File: config.mk
export PLATFORM = sky130hd
export DESIGN_NAME = uart_tx_flat
export DESIGN_NICKNAME = d
export VERILOG_FILES = /design/src/rtl/uart_pkg.sv /design/src/rtl/uart_tx_if.sv /design/src/rtl/uart_tx_parity_calc.sv /design/src/rtl/uart_tx.sv /design/src/flat_wrapper.sv
export SDC_FILE = /design/constraint.sdc
export NUM_CORES = 1
export LEC_CHECK = 0
export CELL_PAD_IN_SITES_DETAIL_PLACEMENT = 0
export CELL_PAD_IN_SITES_GLOBAL_PLACEMENT = 1
export CORE_MARGIN = 5
export CORE_UTILIZATION = 44
export CTS_BUF_LIST = sky130_fd_sc_hd__clkbuf_8 sky130_fd_sc_hd__clkbuf_16
export CTS_CLUSTER_DIAMETER = 40
export CTS_CLUSTER_SIZE = 20
export DETAILED_ROUTE_END_ITERATION = 8
export MAX_ROUTING_LAYER = met4
export PLACE_DENSITY = 0.83
export SLEW_MARGIN = 20
export SYNTH_ARGS = -nofsm -noshare
export SYNTH_HDL_FRONTEND = slang
export SYNTH_SLANG_ARGS = --single-unit
File: constraint.sdc
create_clock -name CLK -period 4 [get_ports CLK]
set_input_delay 0.8 -clock CLK [delete_from_list [all_inputs] [get_ports CLK]]
set_output_delay 0.8 -clock CLK [all_outputs]
set_load 0.05 [all_outputs]
File: src/rtl/uart_pkg.sv
// Shared UART definitions: FSM state encoding, parity type codes, default frame width.
package uart_pkg;

  localparam int unsigned DEFAULT_DATA_WIDTH = 8;

  typedef enum logic [2:0] {
    ST_IDLE   = 3'd0,
    ST_START  = 3'd1,
    ST_DATA   = 3'd2,
    ST_PARITY = 3'd3,
    ST_STOP   = 3'd4
  } state_t;

  localparam logic PAR_EVEN = 1'b0;
  localparam logic PAR_ODD  = 1'b1;

endpackage

File: src/rtl/uart_tx_if.sv
// Upstream request / serial line bundle for the UART transmitter.
interface uart_tx_if
  import uart_pkg::*;
#(
  parameter int unsigned DATA_WIDTH = DEFAULT_DATA_WIDTH
);

  logic [DATA_WIDTH-1:0] P_DATA;
  logic                  DATA_VALID;
  logic                  PAR_EN;
  logic                  PAR_TYP;
  logic                  TX_OUT;
  logic                  BUSY;

  // Upstream side: issues requests, observes back-pressure and line.
  modport master (
    output P_DATA, DATA_VALID, PAR_EN, PAR_TYP,
    input  TX_OUT, BUSY
  );

  // Transmitter side.
  modport slave (
    input  P_DATA, DATA_VALID, PAR_EN, PAR_TYP,
    output TX_OUT, BUSY
  );

endinterface

File: src/rtl/uart_tx_parity_calc.sv
// Combinational parity of the latched frame data.
module parity_calc
  import uart_pkg::*;
#(
  parameter int unsigned DATA_WIDTH = DEFAULT_DATA_WIDTH
) (
  input  logic [DATA_WIDTH-1:0] data,
  input  logic                  par_typ,
  output logic                  parity_c
);

  // Even parity is the XOR of all bits; odd parity inverts it.
  assign parity_c = (^data) ^ (par_typ == PAR_ODD);

endmodule

File: src/rtl/uart_tx.sv
// UART transmitter: start bit, LSB-first data, optional parity, stop bit, one bit per clock.
module uart_tx
  import uart_pkg::*;
#(
  parameter int unsigned DATA_WIDTH = DEFAULT_DATA_WIDTH
) (
  input  logic     CLK,
  input  logic     RST,
  uart_tx_if.slave bus
);

  localparam int unsigned      CNT_W    = (DATA_WIDTH > 1) ? $clog2(DATA_WIDTH) : 1;
  localparam logic [CNT_W-1:0] CNT_LAST = CNT_W'(DATA_WIDTH - 1);

  state_t                state;
  logic [CNT_W-1:0]      cnt;
  logic [DATA_WIDTH-1:0] data_reg;
  logic [DATA_WIDTH-1:0] shreg;
  logic                  par_en_reg;
  logic                  par_typ_reg;
  logic                  tx_out;
  logic                  busy;
  logic                  parity_c;
  logic                  accept_c;

  parity_calc #(.DATA_WIDTH(DATA_WIDTH)) u_parity (
    .data     (data_reg),
    .par_typ  (par_typ_reg),
    .parity_c (parity_c)
  );

  // Requests are only taken when idle or on the stop bit (back-to-back).
  assign accept_c = bus.DATA_VALID && ((state == ST_IDLE) || (state == ST_STOP));

  // Frame FSM with registered line and busy outputs.
  always_ff @(posedge CLK) begin
    if (!RST) begin
      state       <= ST_IDLE;
      cnt         <= '0;
      data_reg    <= '0;
      shreg       <= '0;
      par_en_reg  <= 1'b0;
      par_typ_reg <= 1'b0;
      tx_out      <= 1'b1;
      busy        <= 1'b0;
    end else if (accept_c) begin
      data_reg    <= bus.P_DATA;
      shreg       <= bus.P_DATA;
      par_en_reg  <= bus.PAR_EN;
      par_typ_reg <= bus.PAR_TYP;
      state       <= ST_START;
      tx_out      <= 1'b0;
      busy        <= 1'b1;
    end else begin
      case (state)
        ST_IDLE: begin
          tx_out <= 1'b1;
          busy   <= 1'b0;
        end
        ST_START: begin
          tx_out <= shreg[0];
          shreg  <= shreg >> 1;
          cnt    <= '0;
          busy   <= 1'b1;
          state  <= ST_DATA;
        end
        ST_DATA: begin
          busy <= 1'b1;
          if (cnt == CNT_LAST) begin
            cnt <= '0;
            if (par_en_reg) begin
              tx_out <= parity_c;
              state  <= ST_PARITY;
            end else begin
              tx_out <= 1'b1;
              state  <= ST_STOP;
            end
          end else begin
            cnt    <= cnt + CNT_W'(1);
            tx_out <= shreg[0];
            shreg  <= shreg >> 1;
          end
        end
        ST_PARITY: begin
          tx_out <= 1'b1;
          busy   <= 1'b1;
          state  <= ST_STOP;
        end
        ST_STOP: begin
          tx_out <= 1'b1;
          busy   <= 1'b0;
          state  <= ST_IDLE;
        end
        default: begin
          tx_out <= 1'b1;
          busy   <= 1'b0;
          state  <= ST_IDLE;
        end
      endcase
    end
  end

  assign bus.TX_OUT = tx_out;
  assign bus.BUSY   = busy;

endmodule
File: src/flat_wrapper.sv
// flat-port wrapper written by rule: the top's interface ports become plain ports
module uart_tx_flat import uart_pkg::*;
#(
  parameter int unsigned DATA_WIDTH = DEFAULT_DATA_WIDTH
)
  (CLK, RST, bus_P_DATA, bus_DATA_VALID, bus_PAR_EN, bus_PAR_TYP, bus_TX_OUT, bus_BUSY);
  uart_tx_if #(.DATA_WIDTH(DATA_WIDTH)) bus_i ();
  input  logic CLK;
  input  logic RST;
  input wire logic [$bits(bus_i.P_DATA)-1:0] bus_P_DATA;
  input wire logic [$bits(bus_i.DATA_VALID)-1:0] bus_DATA_VALID;
  input wire logic [$bits(bus_i.PAR_EN)-1:0] bus_PAR_EN;
  input wire logic [$bits(bus_i.PAR_TYP)-1:0] bus_PAR_TYP;
  output wire logic [$bits(bus_i.TX_OUT)-1:0] bus_TX_OUT;
  output wire logic [$bits(bus_i.BUSY)-1:0] bus_BUSY;
  assign bus_i.P_DATA = bus_P_DATA;
  assign bus_i.DATA_VALID = bus_DATA_VALID;
  assign bus_i.PAR_EN = bus_PAR_EN;
  assign bus_i.PAR_TYP = bus_PAR_TYP;
  assign bus_TX_OUT = bus_i.TX_OUT;
  assign bus_BUSY = bus_i.BUSY;
  uart_tx #(.DATA_WIDTH(DATA_WIDTH)) u_core (.CLK(CLK), .RST(RST), .bus(bus_i));
endmodule
After elaboration in Yosys (flattened, before gate mapping)
Cells that the tools add are included.
- flip-flop bits (word level): 26
- word-level logic and storage cells: 50
- $add $sub $neg: 1
- equal/unequal tests: 9
- muxes and demuxes: 15
- bitwise logic cells: 4
- reduce and logical (&&, ||, !) cells: 12
- operators by type and width (operator ; number):
    2-to-1 mux 8 bit ; 2
    one-hot mux 8 bit (2 select lines) ; 1
    one-hot mux 3 bit (4 select lines) ; 1
    2-to-1 mux 3 bit ; 3
    AND reduction 2 bit ; 4
    parity 8 bit ; 1
    equality test 3 x 2 -> 1 bit (second input constant) ; 2
    equality test 3 bit (second input constant) ; 2
    2-to-1 mux 1 bit ; 6
    one-hot mux 3 bit (2 select lines) ; 1
    != test 2 x 1 -> 1 bit (second input constant) ; 2
    adder 3 x 1 -> 3 bit (second input constant) ; 1
    equality test 3 x 1 -> 1 bit (second input constant) ; 1
    zero test 3 bit ; 1
    != test 3 x 1 -> 1 bit (second input constant) ; 1
    != test 3 x 2 -> 1 bit (second input constant) ; 1
    inverter 1 bit ; 3
    nonzero test 3 bit ; 1
    OR reduction 3 bit ; 1
    one-hot mux 1 bit (2 select lines) ; 1
    nonzero test 2 bit ; 1
    OR reduction 2 bit ; 1
    logical AND 1 bit ; 1
    logical OR 1 bit ; 1
    bitwise XOR 1 bit ; 1

Longest topological paths before layout
- depth after elaboration: 6
- gate-level depth with buffers: 7

By module
From an unflattened synthesis, not the netlist that was laid out.
- cells, all modules: 132
- area total of the unflattened synthesis: 1223.7 um^2
- modules (own cells, without submodules) (module ; instances ; cells an instance ; area each (um^2)):
    uart_tx ; 1 ; 125 ; 1141.1
    parity_calc ; 1 ; 7 ; 82.6

Worst setup path before layout
Ideal clock, no wire load.
- path kind: input port to flip-flop
- start point: in RST
- end point: reg u_core.shreg[0]
- library setup time: 0.070 ns
- arrival: 1.455 ns
- data required time: 3.930 ns
- slack: 2.476 ns
- stages: 4
- buffers on the path: 2
- cell sequence: clkbuf_1 clkbuf_1 o21ai_0 a21oi_1
- RTL lines (element ; line ; RTL):
    start, declared ; flat_wrapper.sv:9 ; input logic RST;
    end signal, assigned ; uart_tx.sv:48 ; shreg <= bus.P_DATA;
    end signal, assigned ; uart_tx.sv:62 ; shreg <= shreg >> 1;
    end signal, assigned ; uart_tx.sv:81 ; shreg <= shreg >> 1;
    end, declared ; uart_tx.sv:18 ; logic [DATA_WIDTH-1:0] shreg;

Final worst setup path
- start point: reg u_core.tx_out, in the netlist u_core.bus.TX_OUT
- end point: out bus_TX_OUT
- RTL lines (element ; line ; RTL):
    start, declared ; uart_tx.sv:21 ; logic tx_out;
    start signal, assigned ; uart_tx.sv:61 ; tx_out <= shreg[0];
    start signal, assigned ; uart_tx.sv:72 ; tx_out <= parity_c;
    start signal, assigned ; uart_tx.sv:80 ; tx_out <= shreg[0];
    end, declared ; flat_wrapper.sv:14 ; output wire logic [$bits(bus_i.TX_OUT)-1:0] bus_TX_OUT;
No word-level cell between the ends.

==> flow_summary.json <==
{
  "status": "finished clean",
  "cts_made_buffers": 3,
  "syn_area_per_cell_um2": 9.40,
  "synth_top_area_share_pct": 42.6,
  "cts_max_path_buffers": 2,
  "fillers": 268,
  "clock-sinks": 26,
  "cts-hold-fix-buffers": 0,
  "crit_type": "register to output port",
  "synth_simple_gate_area_share_pct": 18.0,
  "num_vias": 914,
  "clk_pin_slew_ns": 0.08,
  "finalSetupViolations": 0,
  "post-synth-top-area-cell": "dfxtp_1",
  "critPathMaxFanout": 1,
  "die_height_um": 62.7,
  "drtIter0Drc": 45,
  "synth_xor_area_share_pct": 5.42,
  "wl_per_cell_um": 13.6,
  "grt_pass1_wl_um": 4020,
  "met1_length_um": 1020,
  "fin_skew_ns": 0.00279,
  "synth_top_family_by_area": "compound AO/OA/AOI/OAI gates",
  "grt_setup_unrepaired": "false",
  "gp_routability_congestion": 0.708,
  "crit_chain": "clkdlybuf4s50_1",
  "p_leak_nw": 0.546,
  "cts_root_buf": "clkbuf_8",
  "io_buffers": 14,
  "synthFlopType": "dfxtp_1",
  "drcViolationCount": 0,
  "totalWireLength_um": 2300,
  "route.met3.wl_um": 60,
  "synth_warnings": 0,
  "finalCriticalPeriod_ns": 2.18,
  "endpoint_kind": "output port",
  "drt_first_pass_iters": 2,
  "hold_viol_final": 0,
  "placedCellCount": 166,
  "timing.max_cap.violations": 0,
  "synthCells": 130,
  "rows": 19,
  "ys_types": 35,
  "tightest_slew_ns": 0.806,
  "clock_latency_ns": 0.26,
  "max_freq_mhz": 458,
  "synth-compound-area-share_pct": 21.1,
  "crit_path_max_incr_delay_ns": 0.80,
  "fin_nets": 155,
  "dp_hpwl_um": 1640,
  "die_x_um": 62.7,
  "crit_slowest_cell": "clkdlybuf4s50_1",
  "area_growth_pct": 13.2,
  "worstPathRequired_ns": 3.20,
  "peakVddDrop_mv": 0.224,
  "viasPerCell": 5.41,
  "ant_nets": 0,
  "ys_seq_area_share_pct": 42.6,
  "synthMuxAreaShare_pct": 5.73,
  "io_pins": 15,
  "dieArea_um2": 3930,
  "synth_edf_count": 0,
  "cp_num_buf_inv": 1,
  "coreArea_um2": 2710,
  "crit_family": "buffers and inverters",
  "ys_seq_elements": 26,
  "first_global_vias": 899,
  "grt.overflow.total": 0,
  "drive_gt1_share_pct": 7.97,
  "synthesis.nets": 145,
  "postCtsSetupRepairBufs": 0,
  "antennaDiodeCount": 0,
  "min_path_type": "register to register",
  "start_util_pct": 45.1,
  "fin_cells": 169,
  "grt_max_degree": 29,
  "cts_htree_levels": 1,
  "async_reset_ff_share_pct": 0,
  "top_layer_used": "met4",
  "startpoint_type": "register",
  "cts-resized-gates": 0,
  "synth_area_um2": 1220,
  "grt.total_usage_pct": 12.9,
  "cts_tree": "done",
  "cellPowerDensity_nw_per_um2": 391,
  "dr_wl_met2_um": 1200,
  "antenna_found_initial": 0,
  "ys_top_cells_by_area": "dfxtp_1 43%, a21boi_0 7.4%, nand2_1 6.1%",
  "tns_ns": 0,
  "period_share_pct": 54.6,
  "synth_fa_ha_area_share_pct": 2.05,
  "slew_viol_final": 0,
  "slew_headroom_pct": 46.1,
  "arrival_ns": 1.38
}
area by class of cell:
cell class,instances,area [um2],share of cell area (%)
multi-input cells,94,639,46.2
flip-flops and latches,26,520,37.6
repair buffers,14,140,10.1
clock buffers,3,41.3,2.98
well taps,31,38.8,2.80
inverters,1,3.75,0.271
cell usage after synthesis (2+ instances only):
cell type and number:
mux2i_1 7, ha_1 2, buf_2 2, nor2b_1 6, o21ai_0 7, buf_6 2, xor2_1 2, dfxtp_1 26
buf_4 2, xnor2_1 3, a21boi_0 12, nand3_1 2, a22oi_1 3, nand2_1 20, a21oi_1 10, nor2_1 2
a22o_1 2, clkbuf_1 3
power by group:
part           internal (mW)  switching [mW]  total [mW]
logic                 0.0508          0.0542       0.105
registers              0.278          0.0145       0.293
clock network         0.0673          0.0753       0.143
per-layer routing:
layer  track usage (%)  up-vias
li1                  -      470
met1              15.1      432
met2              21.8       10
met3              2.34        2
met4              4.77        0
met5                 -        -
worst paths after layout:
check / start / slack [ns] / cells after the start / endpoint
worst min-delay path: u_core.shreg[7] / 0.48 / 2 / u_core.shreg[7]
worst max-delay path: u_core.bus.TX_OUT / 1.82 / 1 / bus_TX_OUT
worst min register to register: u_core.shreg[7] / 0.48 / 2 / u_core.shreg[7]
worst max register to register: u_core.cnt[0] / 2.13 / 6 / u_core.shreg[6]
per-stage QoR:
| step | power, mW | hold slack (ns) | util (%) | area, um2 | worst slack, ns |
|---|---|---|---|---|---|
| after floorplan | 0.379 | 0.447 | - | 1220 | 2.48 |
| after global placement | 0.401 | 0.468 | 49.5 | 1340 | 1.68 |
| after detailed placement | 0.406 | 0.476 | 49.5 | 1340 | 1.62 |
| after CTS | 0.548 | 0.488 | 51.1 | 1380 | 1.81 |
| after global routing | 0.573 | 0.508 | 51.1 | 1380 | 1.76 |
| final | 0.541 | 0.484 | 51.1 | 1380 | 1.82 |
cells by family after synthesis:
logic type | Yosys count
muxes | 7
xor gates and xnor gates | 6
adders and majority gates | 2
DFF | 26
buffers and inverters | 10
and+or+nand+nor | 41
AOI/OAI and AO/OA | 38
cells in the final DEF (no fill, tap or decap), types with 3 or more instances in the layout:
cell	count
a22oi_1	3
clkdlybuf4s50_1	14
xnor2_1	3
nor2b_1	6
clkbuf_8	3
o21ai_0	7
a21boi_0	12
dfxtp_1	26
nand2_1	20
a21oi_1	10
mux2i_1	7
Note: power is estimated with default switching activity, not from simulation.
